### config.mk
export PLATFORM = sky130hd
export DESIGN_NAME = spi_xfer_sequencer
export DESIGN_NICKNAME = d
export VERILOG_FILES = /design/src/rtl/spi_pkg.sv /design/src/rtl/spi_byte_fifo.sv /design/src/rtl/spi_xfer_sequencer.sv
export SDC_FILE = /design/constraint.sdc
export NUM_CORES = 1
export LEC_CHECK = 0
export ABC_AREA = 1
export BUFFER_PORTS_ARGS = -buffer_cell sky130_fd_sc_hd__buf_2
export CORE_MARGIN = 2
export CORE_UTILIZATION = 60
export DETAILED_ROUTE_END_ITERATION = 12
export PLACE_DENSITY = 0.83
export SETUP_SLACK_MARGIN = 0.1
export SLEW_MARGIN = 20
export SYNTH_ARGS = -nofsm -noshare
export SYNTH_HDL_FRONTEND = slang
export SYNTH_SLANG_ARGS = --single-unit
### constraint.sdc
create_clock -name i_clk -period 3 [get_ports i_clk]
set_clock_uncertainty 0.05 [all_clocks]
set_input_delay 0.6 -clock i_clk [delete_from_list [all_inputs] [get_ports i_clk]]
set_output_delay 0.6 -clock i_clk [all_outputs]
set_load 0.005 [all_outputs]
### src/rtl/spi_pkg.sv
// Shared definitions for the SPI transfer sequencer: byte width and FSM state encoding.
package spi_pkg;
  localparam int BYTE_W = 8;

  typedef enum logic [1:0] {
    ST_IDLE    = 2'd0,
    ST_ISSUE   = 2'd1,
    ST_WAIT_RX = 2'd2,
    ST_DONE    = 2'd3
  } state_t;
endpackage

### src/rtl/spi_byte_fifo.sv
// Byte FIFO with first-word-fall-through head; pushes when full and pops when empty are dropped.
module spi_byte_fifo
  import spi_pkg::*;
#(
  parameter int DEPTH = 4,
  localparam int AW = $clog2(DEPTH),
  localparam int LW = AW + 1
) (
  input  logic              i_clk,
  input  logic              i_rst,
  input  logic              i_push,
  input  logic [BYTE_W-1:0] i_data,
  input  logic              i_pop,
  output logic [BYTE_W-1:0] o_data,
  output logic              o_full,
  output logic              o_empty,
  output logic [LW-1:0]     o_level
);

  logic [BYTE_W-1:0] r_mem [DEPTH];
  logic [AW-1:0]     r_wr_ptr;
  logic [AW-1:0]     r_rd_ptr;
  logic [LW-1:0]     r_level;
  logic              w_push;
  logic              w_pop;

  assign o_full  = (r_level == LW'(DEPTH));
  assign o_empty = (r_level == {LW{1'b0}});
  assign o_level = r_level;
  assign o_data  = r_mem[r_rd_ptr];
  assign w_push  = i_push && !o_full;
  assign w_pop   = i_pop && !o_empty;

  // Storage array, written only on an accepted push.
  always_ff @(posedge i_clk) begin
    if (w_push) begin
      r_mem[r_wr_ptr] <= i_data;
    end
  end

  // Pointers and fill level; push and pop in the same cycle leave the level unchanged.
  always_ff @(posedge i_clk) begin
    if (i_rst) begin
      r_wr_ptr <= {AW{1'b0}};
      r_rd_ptr <= {AW{1'b0}};
      r_level  <= {LW{1'b0}};
    end else begin
      if (w_push) begin
        r_wr_ptr <= r_wr_ptr + AW'(1);
      end
      if (w_pop) begin
        r_rd_ptr <= r_rd_ptr + AW'(1);
      end
      case ({w_push, w_pop})
        2'b10:   r_level <= r_level + LW'(1);
        2'b01:   r_level <= r_level - LW'(1);
        default: r_level <= r_level;
      endcase
    end
  end

endmodule

### src/rtl/spi_xfer_sequencer.sv
// Feeds buffered TX bytes to an SPI byte master one at a time under a single chip-select
// transaction and collects the returned bytes into an RX FIFO.
module spi_xfer_sequencer
  import spi_pkg::*;
#(
  parameter int FIFO_DEPTH       = 4,
  parameter int MAX_BYTES_PER_CS = 2,
  parameter int CW               = $clog2(MAX_BYTES_PER_CS + 1)
) (
  input  logic              i_clk,
  input  logic              i_rst,
  input  logic [BYTE_W-1:0] i_wr_byte,
  input  logic              i_wr_en,
  output logic              o_wr_full,
  input  logic              i_start,
  input  logic [CW-1:0]     i_len,
  output logic              o_busy,
  output logic              o_done,
  output logic              o_err,
  output logic [BYTE_W-1:0] o_rd_byte,
  input  logic              i_rd_en,
  output logic              o_rd_empty,
  output logic              o_rx_ovf,
  output logic [CW-1:0]     o_TX_count,
  output logic [BYTE_W-1:0] o_TX_Byte,
  output logic              o_TX_DV,
  input  logic              i_TX_Ready,
  input  logic              i_RX_DV,
  input  logic [BYTE_W-1:0] i_RX_Byte
);

  localparam int LW = $clog2(FIFO_DEPTH) + 1;

  state_t            r_state;
  state_t            w_next;
  logic [CW-1:0]     r_tx_count;
  logic [CW-1:0]     r_remaining;
  logic              r_err;
  logic              r_rx_ovf;
  logic              w_len_ok;
  logic              w_start_ok;
  logic              w_start_bad;
  logic              w_tx_dv;
  logic              w_rx_get;
  logic [BYTE_W-1:0] w_tx_head;
  logic              w_tx_empty;
  logic [LW-1:0]     w_tx_level;
  logic              w_rx_full;
  logic [LW-1:0]     w_rx_level_unused;

  spi_byte_fifo #(.DEPTH(FIFO_DEPTH)) u_tx_fifo (
    .i_clk   (i_clk),
    .i_rst   (i_rst),
    .i_push  (i_wr_en),
    .i_data  (i_wr_byte),
    .i_pop   (w_tx_dv),
    .o_data  (w_tx_head),
    .o_full  (o_wr_full),
    .o_empty (w_tx_empty),
    .o_level (w_tx_level)
  );

  spi_byte_fifo #(.DEPTH(FIFO_DEPTH)) u_rx_fifo (
    .i_clk   (i_clk),
    .i_rst   (i_rst),
    .i_push  (w_rx_get),
    .i_data  (i_RX_Byte),
    .i_pop   (i_rd_en),
    .o_data  (o_rd_byte),
    .o_full  (w_rx_full),
    .o_empty (o_rd_empty),
    .o_level (w_rx_level_unused)
  );

  // A start is only accepted when every byte of the transaction is already buffered.
  assign w_len_ok = (i_len != {CW{1'b0}})
                 && (32'(i_len) <= $unsigned(MAX_BYTES_PER_CS))
                 && (32'(w_tx_level) >= 32'(i_len));

  assign o_TX_DV    = w_tx_dv;
  assign o_TX_Byte  = w_tx_dv ? w_tx_head : {BYTE_W{1'b0}};
  assign o_TX_count = r_tx_count;
  assign o_busy     = (r_state != ST_IDLE);
  assign o_done     = (r_state == ST_DONE);
  assign o_err      = r_err;
  assign o_rx_ovf   = r_rx_ovf;

  // Next-state and per-cycle strobes.
  always_comb begin
    w_next      = r_state;
    w_start_ok  = 1'b0;
    w_start_bad = 1'b0;
    w_tx_dv     = 1'b0;
    w_rx_get    = 1'b0;
    case (r_state)
      ST_IDLE: begin
        if (i_start && w_len_ok) begin
          w_start_ok = 1'b1;
          w_next     = ST_ISSUE;
        end else if (i_start) begin
          w_start_bad = 1'b1;
        end else begin
          w_next = ST_IDLE;
        end
      end
      ST_ISSUE: begin
        if (i_TX_Ready && !w_tx_empty) begin
          w_tx_dv = 1'b1;
          w_next  = ST_WAIT_RX;
        end else begin
          w_next = ST_ISSUE;
        end
      end
      ST_WAIT_RX: begin
        if (i_RX_DV) begin
          w_rx_get = 1'b1;
          w_next   = (r_remaining == CW'(1)) ? ST_DONE : ST_ISSUE;
        end else begin
          w_next = ST_WAIT_RX;
        end
      end
      ST_DONE: begin
        w_next = ST_IDLE;
      end
      default: begin
        w_next = ST_IDLE;
      end
    endcase
  end

  // State, transaction counters, error pulse and sticky overflow.
  always_ff @(posedge i_clk) begin
    if (i_rst) begin
      r_state     <= ST_IDLE;
      r_tx_count  <= {CW{1'b0}};
      r_remaining <= {CW{1'b0}};
      r_err       <= 1'b0;
      r_rx_ovf    <= 1'b0;
    end else begin
      r_state <= w_next;
      r_err   <= w_start_bad;
      if (w_start_ok) begin
        r_tx_count  <= i_len;
        r_remaining <= i_len;
      end else if (w_rx_get) begin
        r_remaining <= r_remaining - CW'(1);
      end
      if (w_rx_get && w_rx_full) begin
        r_rx_ovf <= 1'b1;
      end
    end
  end

endmodule

# [Word level (Yosys, flattened, before mapping)]
# Memory sizes are Yosys's and may differ from the RTL's. A register that Yosys moved wholly into a read port is not among the register bits.
# Cells that the tools add are included.
# W data, S select, Z words.
[word_totals] register_bits=22 ram_bits=64 in_bits=25 out_inout_bits=25 word_cells=84 memories=2
[memory_table] memory="u_rx_fifo.r_mem" depth=4 word_bits=8 rd=1 rd_clocked_by_memory_dff=1 wr=1 line_no="spi_byte_fifo.sv:20" rtl="logic [BYTE_W-1:0] r_mem [DEPTH];"
[memory_table] memory="u_tx_fifo.r_mem" depth=4 word_bits=8 rd=1 rd_clocked_by_memory_dff=1 wr=1 line_no="spi_byte_fifo.sv:20"
[op_classes] addsub=9 magnitude_cmp=2 eq_ne=11 mux=26 bitwise=1 reduce_logical=22
[op_table] cell="$mux W2" count=11
[op_table] cell="$pmux W3 S2" count=2
[op_table] cell="$mux W1" count=11
[op_table] cell="$reduce_bool A2 Y1" count=5
[op_table] cell="$logic_and A1 B1 Y1" count=9
[op_table] cell="$add A2 B1 Y2 const B" count=4
[op_table] cell="$eq A2 B1 Y1 const B" count=4
[op_table] cell="$eq A2 B2 Y1 const B" count=4
[op_table] cell="$mux W8" count=1
[op_table] cell="$pmux W2 S4" count=1
[op_table] cell="$add A3 B1 Y3 const B" count=2
[op_table] cell="$eq A3 B3 Y1 const B" count=2
[op_table] cell="$logic_not A3 Y1" count=2
[op_table] cell="$sub A3 B1 Y3 const B" count=2
[op_table] cell="$logic_not A1 Y1" count=4
[op_table] cell="$ge A3 B2 Y1" count=1
[op_table] cell="$ne A3 B3 Y1 const B" count=1
[op_table] cell="$reduce_or A3 Y1" count=1
[op_table] cell="$le A2 B2 Y1 const B" count=1
[op_table] cell="$logic_not A2 Y1" count=1
[op_table] cell="$sub A2 B1 Y2 const B" count=1
[op_table] cell="$not A1 Y1" count=1

# [Logic depth before layout (Yosys ltp)]
# Gate-level depths: netlist of the first run.
[logic_depth] word_depth=8 mapped_depth=11 ltp_nobuf=11

# [By module]
# A second synthesis of the first run with hierarchy kept.
[hier_totals] cells_unflattened=372 hier_area_um2=3895.0
[by_module_without_submodules] mod="spi_byte_fifo" instances=2 cells_each=146 area_per_inst_um2=1691.6 seq_area_each_um2=1141.1
[by_module_without_submodules] mod="spi_xfer_sequencer" instances=1 cells_each=80 area_per_inst_um2=511.7 seq_area_each_um2=160.2

# [Worst setup path before layout of the first run]
# No wires, ideal clock.
[synth_timing] kind="in2reg" start="in i_RX_DV" end="reg u_rx_fifo.r_level[2] (netlist: u_rx_fifo.o_level[2])" setup_time_ns=0.124 arrival_ns=1.897 required_time_ns=2.826 path_slack_ns=0.929 stages=10 n_path_buf=0 path_cell_list="nand3_2 inv_2 o31ai_4 ha_1 inv_1 fa_1 a21oi_1 o21ai_0 o21ai_0 a21oi_1"
[synth_via] elab_chain_len=5 elab_cells_between_ends=7 classes_between="eq/ne: 2; mux: 3; reduce/logical: 2"
[synth_rtl] element="from (decl)" line_no="spi_xfer_sequencer.sv:28" rtl="input logic i_RX_DV,"
[synth_rtl] element="$mux W1 (*)" line_no="spi_xfer_sequencer.sv:115" rtl="if (i_RX_DV) begin"
[synth_rtl] element="$mux W1 (*)" line_no="spi_xfer_sequencer.sv:95" rtl="case (r_state)"
[synth_rtl] element="$logic_and A1 B1 Y1 (*)" line_no="spi_byte_fifo.sv:31" rtl="assign w_push = i_push && !o_full;"
[synth_rtl] element="$eq A2 B1 Y1 / $eq A2 B2 Y1 (equally long branches)" line_no="spi_byte_fifo.sv:54" rtl="case ({w_push, w_pop})"
[synth_rtl] element="$pmux W3 S2 / $reduce_bool A2 Y1 (equally long branches)"
[synth_rtl] element="to (signal assigned)" line_no="spi_byte_fifo.sv:55" rtl="2'b10: r_level <= r_level + LW'(1);"
[synth_rtl] element="to (signal assigned)" line_no="spi_byte_fifo.sv:56" rtl="2'b01: r_level <= r_level - LW'(1);"
[synth_rtl] element="to (signal assigned)" line_no="spi_byte_fifo.sv:57" rtl="default: r_level <= r_level;"
[synth_rtl] element="to (decl)" line_no="spi_byte_fifo.sv:23" rtl="logic [LW-1:0] r_level;"
# Mark *: on every way between the ends. The rest lies on a longest branch, timed or not.
# A chain may end at the register's enable or synchronous reset.

==> flow_summary.ini, run 1 <==
[status]
outcome = complete, no violations

[die]
core_region_area_um2 = 5991
dieArea_um2 = 6929
num_rows = 28
die_x_um = 83.24
chipHeight_um = 83.24
start_util_pct = 62.89
io_pins = 50

[run]
cap_violations = 0

[setup_path]
reg2reg_slack_ns = 0.80
path_cells = inv_2, o21ai_0, a21oi_1, buf_2
critPathSlowestCell = dfxtp_1
worstSetupPathType = reg -> out
critPathMaxStageDelay_ns = 0.72
cp.arrival_ns = 1.83
critPathLaunchType = flop
end_kind = output pin
crit_required_ns = 2.35
crit_path_max_fanout = 17

[power]
internal-power_mw = 1.951
p_sw_share_pct = 24.12
comb_power_share_pct = 11.2
leakage_nw = 1.725
p_seq_share_pct = 54.7
clkPwrFrac_pct = 34.0
p_sw_mw = 0.6201
power.density_nw_per_um2 = 597.1
ir_drop_v = 0.0004598
power_mw = 2.571

[cts]
cts_resized = 0
clk_pin_slew_ns = 0.08
cts_tree = done
postCtsSetupBuffers = 0
cts_buffer_depth = 2
clock-sinks = 90
cts.root.buffer_cell = clkbuf_8
numCtsBuffers = 9
clock_latency_ns = 0.34
htreeDepth = 3
cts_hold_buf = 0

[detailed_routing]
postRouteAntennaNets = 0
wl_per_cell_um = 14.51
dr.pass1.iters = 4
via_count = 2565
finalWirelength_um = 6977
dr.first_iter.drc_count = 135
viasPerCell = 5.333
route.detailed.drc = 0

[placement]
dp.final_hpwl_um = 4703
portBuffers = 49
gp_congestion = 0.7738

[global_route]
antenna_found_initial = 0
grt_max_degree = 18
grt-ovfl-total = 0
grt_first_pass_wirelength_um = 11640
grt_pass1_vias = 2560
grt.total_usage_pct = 21.33

[cells_and_area]
antennaDiodeCount = 0
drive_gt1_share_pct = 19.95
fillers = 428
fin_nets = 441
synthToLayoutAreaGrowth_pct = 14.28

[sta]
slew_viol_final = 0
fin_crit_ns = 2.477
fin_crit_sh_pct = 82.56
slew_headroom_pct = 47.68
worst_pin_slew_ns = 0.7819
timing_hold_violations_final = 0
rsz0062_at_grt = false
max_freq_mhz = 403.8
setup_viol = 0
final.setup.tns_ns = 0

[logic_synthesis]
synth_top_area_share_pct = 51.01
yosys.area.top_type = edfxtp_1
yosysWarnings = 0
yosysUniqueCellTypes = 30
synth_edf_count = 64
yosys-top-cells-area = edfxtp_1 (51%), dfxtp_1 (14%), nor2_1 (6.5%)
ys_seq_area_share_pct = 64.83
synth.net_count = 386
synth_ff_type = edfxtp_1
synth_common_cells = nor2_1 (65), edfxtp_1 (64), o21ai_0 (43)
synth_most_common_cell = nor2_1
asyncSetResetFlopFracSynth_pct = 0
syn-instance-count = 346
ys_ff_latch = 90
synth_area_um2 = 3767
syn_avg_cell_area_um2 = 10.89

[min_path]
hold_path.class = reg -> reg
[metrics by stage]
step	setup slack [ns]	area, um2	std cells	hold slack [ns]	utilization [%]
global placement	0.7395	4089	465	0.3893	68.25
CTS	0.5177	4305	481	0.3957	71.87
detailed placement	0.5796	4089	465	0.3999	68.25
floorplan	0.9295	3767	346	0.3719	-
finish	0.5233	4305	481	0.4108	71.87
global route	0.3848	4305	481	0.4061	71.87
[critical path: cells and delay by family (launching register included)]
family / cells / cell delay, ns
AO/OA/AOI/OAI: 2 / 0.38
buffers and inverters: 2 / 0.40
flip-flops: 1 / 0.72
[layout make-up]
type                    count  area [um2]  share of cell area [%]
clock inverters             7       92.59                   2.151
inverters                  45       168.9                   3.923
well taps                  75       93.84                   2.180
clock buffers               9       123.9                   2.877
multi-input cells         202        1109                   25.75
flip-flops and latches     90        2442                   56.73
repair buffers             53       275.3                   6.393
[path summary, 6_finish.rpt]
kind / from / end / depth (start not counted)
worst max-delay path: flop / o_TX_Byte[1] / 4
worst min-delay path: u_tx_fifo.o_level[0] / u_tx_fifo.o_level[0] / 1
worst max register to register: u_rx_fifo.o_level[0] / u_rx_fifo.o_level[2] / 8
worst min register to register: u_tx_fifo.o_level[0] / u_tx_fifo.o_level[0] / 1
[power by group through the flow]
stage	Combinational [mW]	Sequential, mW	Clock, mW
4_1_cts	0.291	1.41	0.891
3_3_place_gp	0.274	1.43	0
6_report	0.289	1.41	0.875
3_5_place_dp	0.288	1.44	0
2_1_floorplan	0.183	1.43	0
5_1_grt	0.332	1.41	0.943
[layer usage]
metal	track usage, %	vias to the layer above	share of wire, %
li1	-	1286	-
met1	27.20	1197	42
met2	35.92	74	51
met3	5.070	8	5.4
met4	7.303	0	1.2
met5	0	-	0
[cells in the final DEF (no fill, tap or decap), drive strengths merged]
cell type,instances
nand3,6
o22ai,8
fa,2
a21oi,28
a31oi,1
o21ai,46
nor2,67
buf,53
ha,13
clkinvlp,1
clkinv,3
xnor2,1
inv,46
xor2,1
bufinv,2
and3,1
nand4,3
nand2,22
edfxtp,64
clkbuf,9
o31ai,1
dfxtp,26
nor4,1
o211ai,1
[state kept, by name (all words and copies together) (netlist names), named ones only]
register and flops:
u_rx_fifo.o_level 3, u_tx_fifo.o_level 3, u_tx_fifo.r_wr_ptr 2, u_rx_fifo.r_wr_ptr 2
r_state 2, u_rx_fifo.r_rd_ptr 2, u_tx_fifo.r_rd_ptr 2, o_TX_count 2
o_err 1, u_rx_fifo.r_mem 32, r_remaining 2, u_tx_fifo.r_mem 32
o_rx_ovf 1
[cells by family after synthesis]
group	share of synthesized area, %
adder cells (fa/ha/maj)	5.380
AND/OR/NAND/NOR	11.29
flip-flops	64.83
buffers and inverters	5.745
XOR/XNOR	0.4650
AO/OA/AOI/OAI	12.29
Power figures use the tool's default switching activity.
==> run 2: changes to the inputs <==
- CORE_UTILIZATION: 60 -> 57
- PLACE_DENSITY: 0.83 -> 0.79
- clock period: 3 -> 2.5 ns (I/O delays scaled with it)
==> run 2 against run 1 <==
Total power grew 12%. Largest cell class unchanged. Sequential power grew 20%. Sequential share of layout area shrank 0.20 points. Largest power group unchanged.
==> flow_summary.ini, run 2 (synthesis gave the netlist of run 1 again) <==
[setup_path]
regToRegEndpoint = u_tx_fifo.o_level[2]
cp_top_family = flip-flops
crit_path_max_fanout = 9
reg2reg_slack_ns = 0.44
critPathSlowestCell = dfxtp_1
crit_required_ns = 1.95
path_cells = inv_1, nor2_1, o21ai_0, a21oi_1, buf_2
cp.arrival_ns = 1.68
worstSetupPathType = reg -> out
critPathMaxStageDelay_ns = 0.54
end_kind = output pin
critPathLaunchType = flop
worst-path-buf-inv = 2
r2r_start = u_tx_fifo.o_level[0]
r2r_cells = 10

[min_path]
min_from = i_RX_Byte[5]
holdPathEnd = u_rx_fifo.r_mem[2][5]
hold_path.class = in -> reg
min_path_cells = 1

[detailed_routing]
postRouteAntennaNets = 0
dr.first_iter.drc_count = 108
viasPerCell = 5.265
via_count = 2585
finalWirelength_um = 6546
route.detailed.drc = 0
dr.pass1.iters = 4
wl_per_cell_um = 13.33

[global_route]
grt_max_degree = 17
grt_first_pass_wirelength_um = 10830
grt_pass1_vias = 2562
grt.total_usage_pct = 19.27
grt-ovfl-total = 0
antenna_found_initial = 0

[cts]
cts_resized = 0
cts.root.buffer_cell = clkbuf_8
cts_tree = done
clock-sinks = 90
clk_pin_slew_ns = 0.08
clock_latency_ns = 0.34
cts_buffer_depth = 2
htreeDepth = 3
numCtsBuffers = 9

[die]
die_x_um = 85.30
start_util_pct = 58.99
core_region_area_um2 = 6386
io_pins = 50
dieArea_um2 = 7276
num_rows = 29
chipHeight_um = 85.30

[cells_and_area]
drive_gt1_share_pct = 21.74
antennaDiodeCount = 0
fin_nets = 449
fin_cells = 491
synthToLayoutAreaGrowth_pct = 14.68
final_common_cell = nor2_1
reg.largest.list = u_rx_fifo.r_mem (32), u_tx_fifo.r_mem (32)
final_cell_mix = nor2_1 (65), edfxtp_1 (64), buf_2 (49)

[power]
leakage_nw = 1.740
power.density_nw_per_um2 = 665.9
ir_drop_v = 0.0003813

[sta]
rsz0062_at_grt = false
fin_crit_sh_pct = 89.19
fin_crit_ns = 2.230
timing_hold_violations_final = 0
max_freq_mhz = 448.5
slew_headroom_pct = 71.36
final.setup.tns_ns = 0
finalHoldWorstSlack_ns = 0.3136
worst_pin_slew_ns = 0.4291
setup_viol = 0
slew_viol_final = 0

[run]
cap_violations = 0

[placement]
dp.final_hpwl_um = 4474
gp_congestion = 0.8250
portBuffers = 49
place_inst = 474

[status]
outcome = complete, no violations
[run 2: cell types whose count changed in the layout (fill, tap and decap cells not counted)]
| cell | previous run | this run |
|---|---|---|
| buf_4 | 4 | 12 |
| bufinv_16 | 2 | 0 |
| clkinv_1 | 2 | 1 |
| clkinv_2 | 0 | 2 |
| clkinv_4 | 1 | 0 |
| clkinvlp_4 | 1 | 3 |
[run 2: worst max-delay path by stage]
stage                        from              endpoint  slack [ns]  depth (start not counted)
final                        flop          o_TX_Byte[4]        0.27                          5
after global routing         flop          o_TX_Byte[4]        0.12                          5
after CTS                    flop          o_TX_Byte[4]        0.23                          5
after detailed placement  i_RX_DV  u_rx_fifo.o_level[2]        0.28                         11
after global placement    i_RX_DV  u_rx_fifo.o_level[2]        0.34                         11
after floorplan           i_RX_DV  u_rx_fifo.o_level[2]        0.53                         10
[run 2: stage by stage]
stage	power, mW	setup slack (ns)	utilization, %	instance area, um2
floorplan	1.936	0.5295	-	3767
global placement	2.054	0.3412	64.89	4144
detailed placement	2.065	0.2806	64.89	4144
CTS	2.899	0.2317	67.54	4313
global route	3.011	0.1181	67.65	4320
finish	2.877	0.2702	67.65	4320
[run 2: layout make-up]
cell class              instances  area, um2
clock buffers                   9      123.9
clock inverters                 7      45.04
fillers                       469       2066
inverters                      45      168.9
multi-input cells             202       1109
flip-flops and latches         90       2442
well taps                      77      96.34
repair buffers                 61      335.3
[run 2: report_power, final]
group | total [mW] | switching [mW] | internal [mW]
clock network | 0.843 | 0.486 | 0.357
logic | 0.347 | 0.216 | 0.131
registers | 1.69 | 0.0347 | 1.65
[run 2: timing repair]
item,CTS,global route
endpoints found under the setup margin,0,1
hold buffers,0,0
setup buffers,0,1
[run 2: routing by layer]
layer | vias up | share of wire (%) | track usage [%]
li1 | 1303 | - | -
met1 | 1184 | 43 | 23.94
met2 | 79 | 49 | 31.32
met3 | 19 | 5.3 | 4.961
met4 | 0 | 2.2 | 9.812
met5 | - | 0 | 0
==> run 3: changes to the inputs <==
- CORE_UTILIZATION: 57 -> 51
- PLACE_DENSITY: 0.79 -> 0.75
- clock period: 2.5 -> 1.9 ns (I/O delays scaled with it)
==> run 3 against run 2 <==
Cell count rose by 11%. Wire length is 18% higher. Worst setup slack got worse by 0.26 ns. Non-clock buffer count up 32. Final area increased by 14%. Critical path depth up 2. Via count rose by 6.4%. Register-to-register slack worse by 0.41 ns. Combinational power increased by 99%. Sequential power is 33% higher. Core utilization increased by 0.35 points. Die area increased by 11%. Critical path type unchanged.
==> flow_summary.ini, run 3 (synthesis gave the netlist of run 1 again) <==
[placement]
gp_congestion = 0.8249
portBuffers = 49
dp.final_hpwl_um = 4718

[detailed_routing]
dr.pass1.iters = 4
route.detailed.drc = 0
finalWirelength_um = 7740
viasPerCell = 5.057
postRouteAntennaNets = 0
dr.first_iter.drc_count = 145
wl_per_cell_um = 14.23
via_count = 2751

[setup_path]
critPathLaunchType = flop
cp_top_family = buffers and inverters
path_cells = inv_4, nand3_4, nand4_4, buf_8, buf_12, a21oi_4, buf_2
cp.arrival_ns = 1.46
crit_path_max_fanout = 4
crit_required_ns = 1.47
end_kind = output pin
worst-path-buf-inv = 4
worstSetupPathType = reg -> out
critPathMaxStageDelay_ns = 0.36
critPathSlowestCell = dfxtp_2

[global_route]
antenna_found_initial = 0
grt.total_usage_pct = 19.04
grt_first_pass_wirelength_um = 12010
grt_pass1_vias = 2601
use_met3_pct = 5.448
grt_busiest_layer = met2
use_met2_pct = 32.83
grt_max_degree = 17
grt-ovfl-total = 0
met1_usage_pct = 23.11

[power]
leakage_nw = 1.971
ir_drop_v = 0.0005615
power.density_nw_per_um2 = 852.0

[cts]
cts_tree = done
cts.root.buffer_cell = clkbuf_8
clk_pin_slew_ns = 0.09
clock_latency_ns = 0.35
htreeDepth = 3
clock-sinks = 90
cts_buffer_depth = 2
numCtsBuffers = 9

[sta]
finalHoldWorstSlack_ns = 0.1789
timing_hold_violations_final = 0
setup_viol = 0
max_freq_mhz = 529.7
worst_pin_slew_ns = 0.4000
slew_headroom_pct = 73.30
fin_crit_sh_pct = 99.35
slew_viol_final = 0
rsz0062_at_grt = true
fin_crit_ns = 1.888
final.setup.tns_ns = 0

[cells_and_area]
final_common_cell = edfxtp_1
reg.largest.list = u_rx_fifo.r_mem (32), u_tx_fifo.r_mem (32)
fillers = 545
drive_gt1_share_pct = 39.55
fin_nets = 481
final_cell_mix = edfxtp_1 (64), nor2_1 (57), buf_2 (49)
synthToLayoutAreaGrowth_pct = 30.22
multi_input_area_um2 = 1292
antennaDiodeCount = 0
seq_area_um2 = 2462

[die]
num_rows = 31
chipHeight_um = 89.95
dieArea_um2 = 8090
die_x_um = 89.95
core_region_area_um2 = 7214
start_util_pct = 52.22
io_pins = 50

[min_path]
hold_path.class = in -> reg

[status]
outcome = complete, no violations

[run]
cap_violations = 0
## run 3: cell types whose count changed in the layout (fill, tap and decap cells not counted), moves of 10 or more
cell and change:
buf_4 +22, dfxtp_1 -10, inv_1 -11, o21ai_0 -26, o21ai_1 +16, o21ai_2 +10
## run 3: report_power, final
group          switching, mW  leakage, nW  internal, mW
Combinational          0.370         1.08         0.322
Sequential            0.0533        0.798          2.18
Clock                  0.653       0.0937         0.599
Total                   1.08         1.97          3.10
## run 3: worst paths after layout
check                             start                    end  slack [ns]  depth (start not counted)
setup / recovery   u_tx_fifo.o_level[1]           o_TX_Byte[7]        0.01                          7
hold reg to reg   u_rx_fifo.r_rd_ptr[1]                   flop        0.40                          2
hold / removal             i_RX_Byte[1]  u_rx_fifo.r_mem[3][1]        0.18                          1
setup reg to reg   u_rx_fifo.o_level[1]   u_rx_fifo.o_level[2]        0.03                          9
## run 3: stage by stage
stage                     power [mW]  setup WS [ns]  utilization, %  std cells  area (um2)
after global placement         2.720        0.06287           58.52        501        4222
after global routing           4.357       -0.06664           68.00        544        4906
after floorplan                2.553        0.01113               -        346        3780
after CTS                      4.080        0.03417           64.31        534        4639
after detailed placement       2.743      -0.007062           58.52        501        4222
final                          4.180        0.01226           68.00        544        4906
## run 3: timing repair
item                                    in CTS  in global routing
gates cloned                                 0                  1
buffers inserted                            18                  9
endpoints found under the setup margin      19                 21
endpoints found under the hold margin        0                  0
pin swaps                                    4                 15
hold buffers                                 0                  0
gates resized for setup                     34                 73
## run 3: layer usage
| metal | vias up | part of all wire [%] |
|---|---|---|
| met5 | - | 0 |
| met4 | 0 | 1.2 |
| met1 | 1329 | 43 |
| met2 | 45 | 52 |
| met3 | 9 | 3.9 |
| li1 | 1368 | - |
## run 3: layout make-up
class                   count  area share, %
flip-flops and latches     90          50.19
multi-input cells         202          26.35
inverters                  45          3.826
well taps                  99          2.525
clock buffers              10          2.601
repair buffers             93          13.36
clock inverters             5          1.148
## run 3: worst register-to-register path, stage by stage (launching register included)
cell	delay, ns
dfxtp_2	0.33
buf_6	0.12
o31ai_4	0.22
ha_2	0.21
inv_2	0.06
fa_2	0.36
a21oi_2	0.14
o21ai_1	0.09
o21ai_1	0.12
a21oi_1	0.05
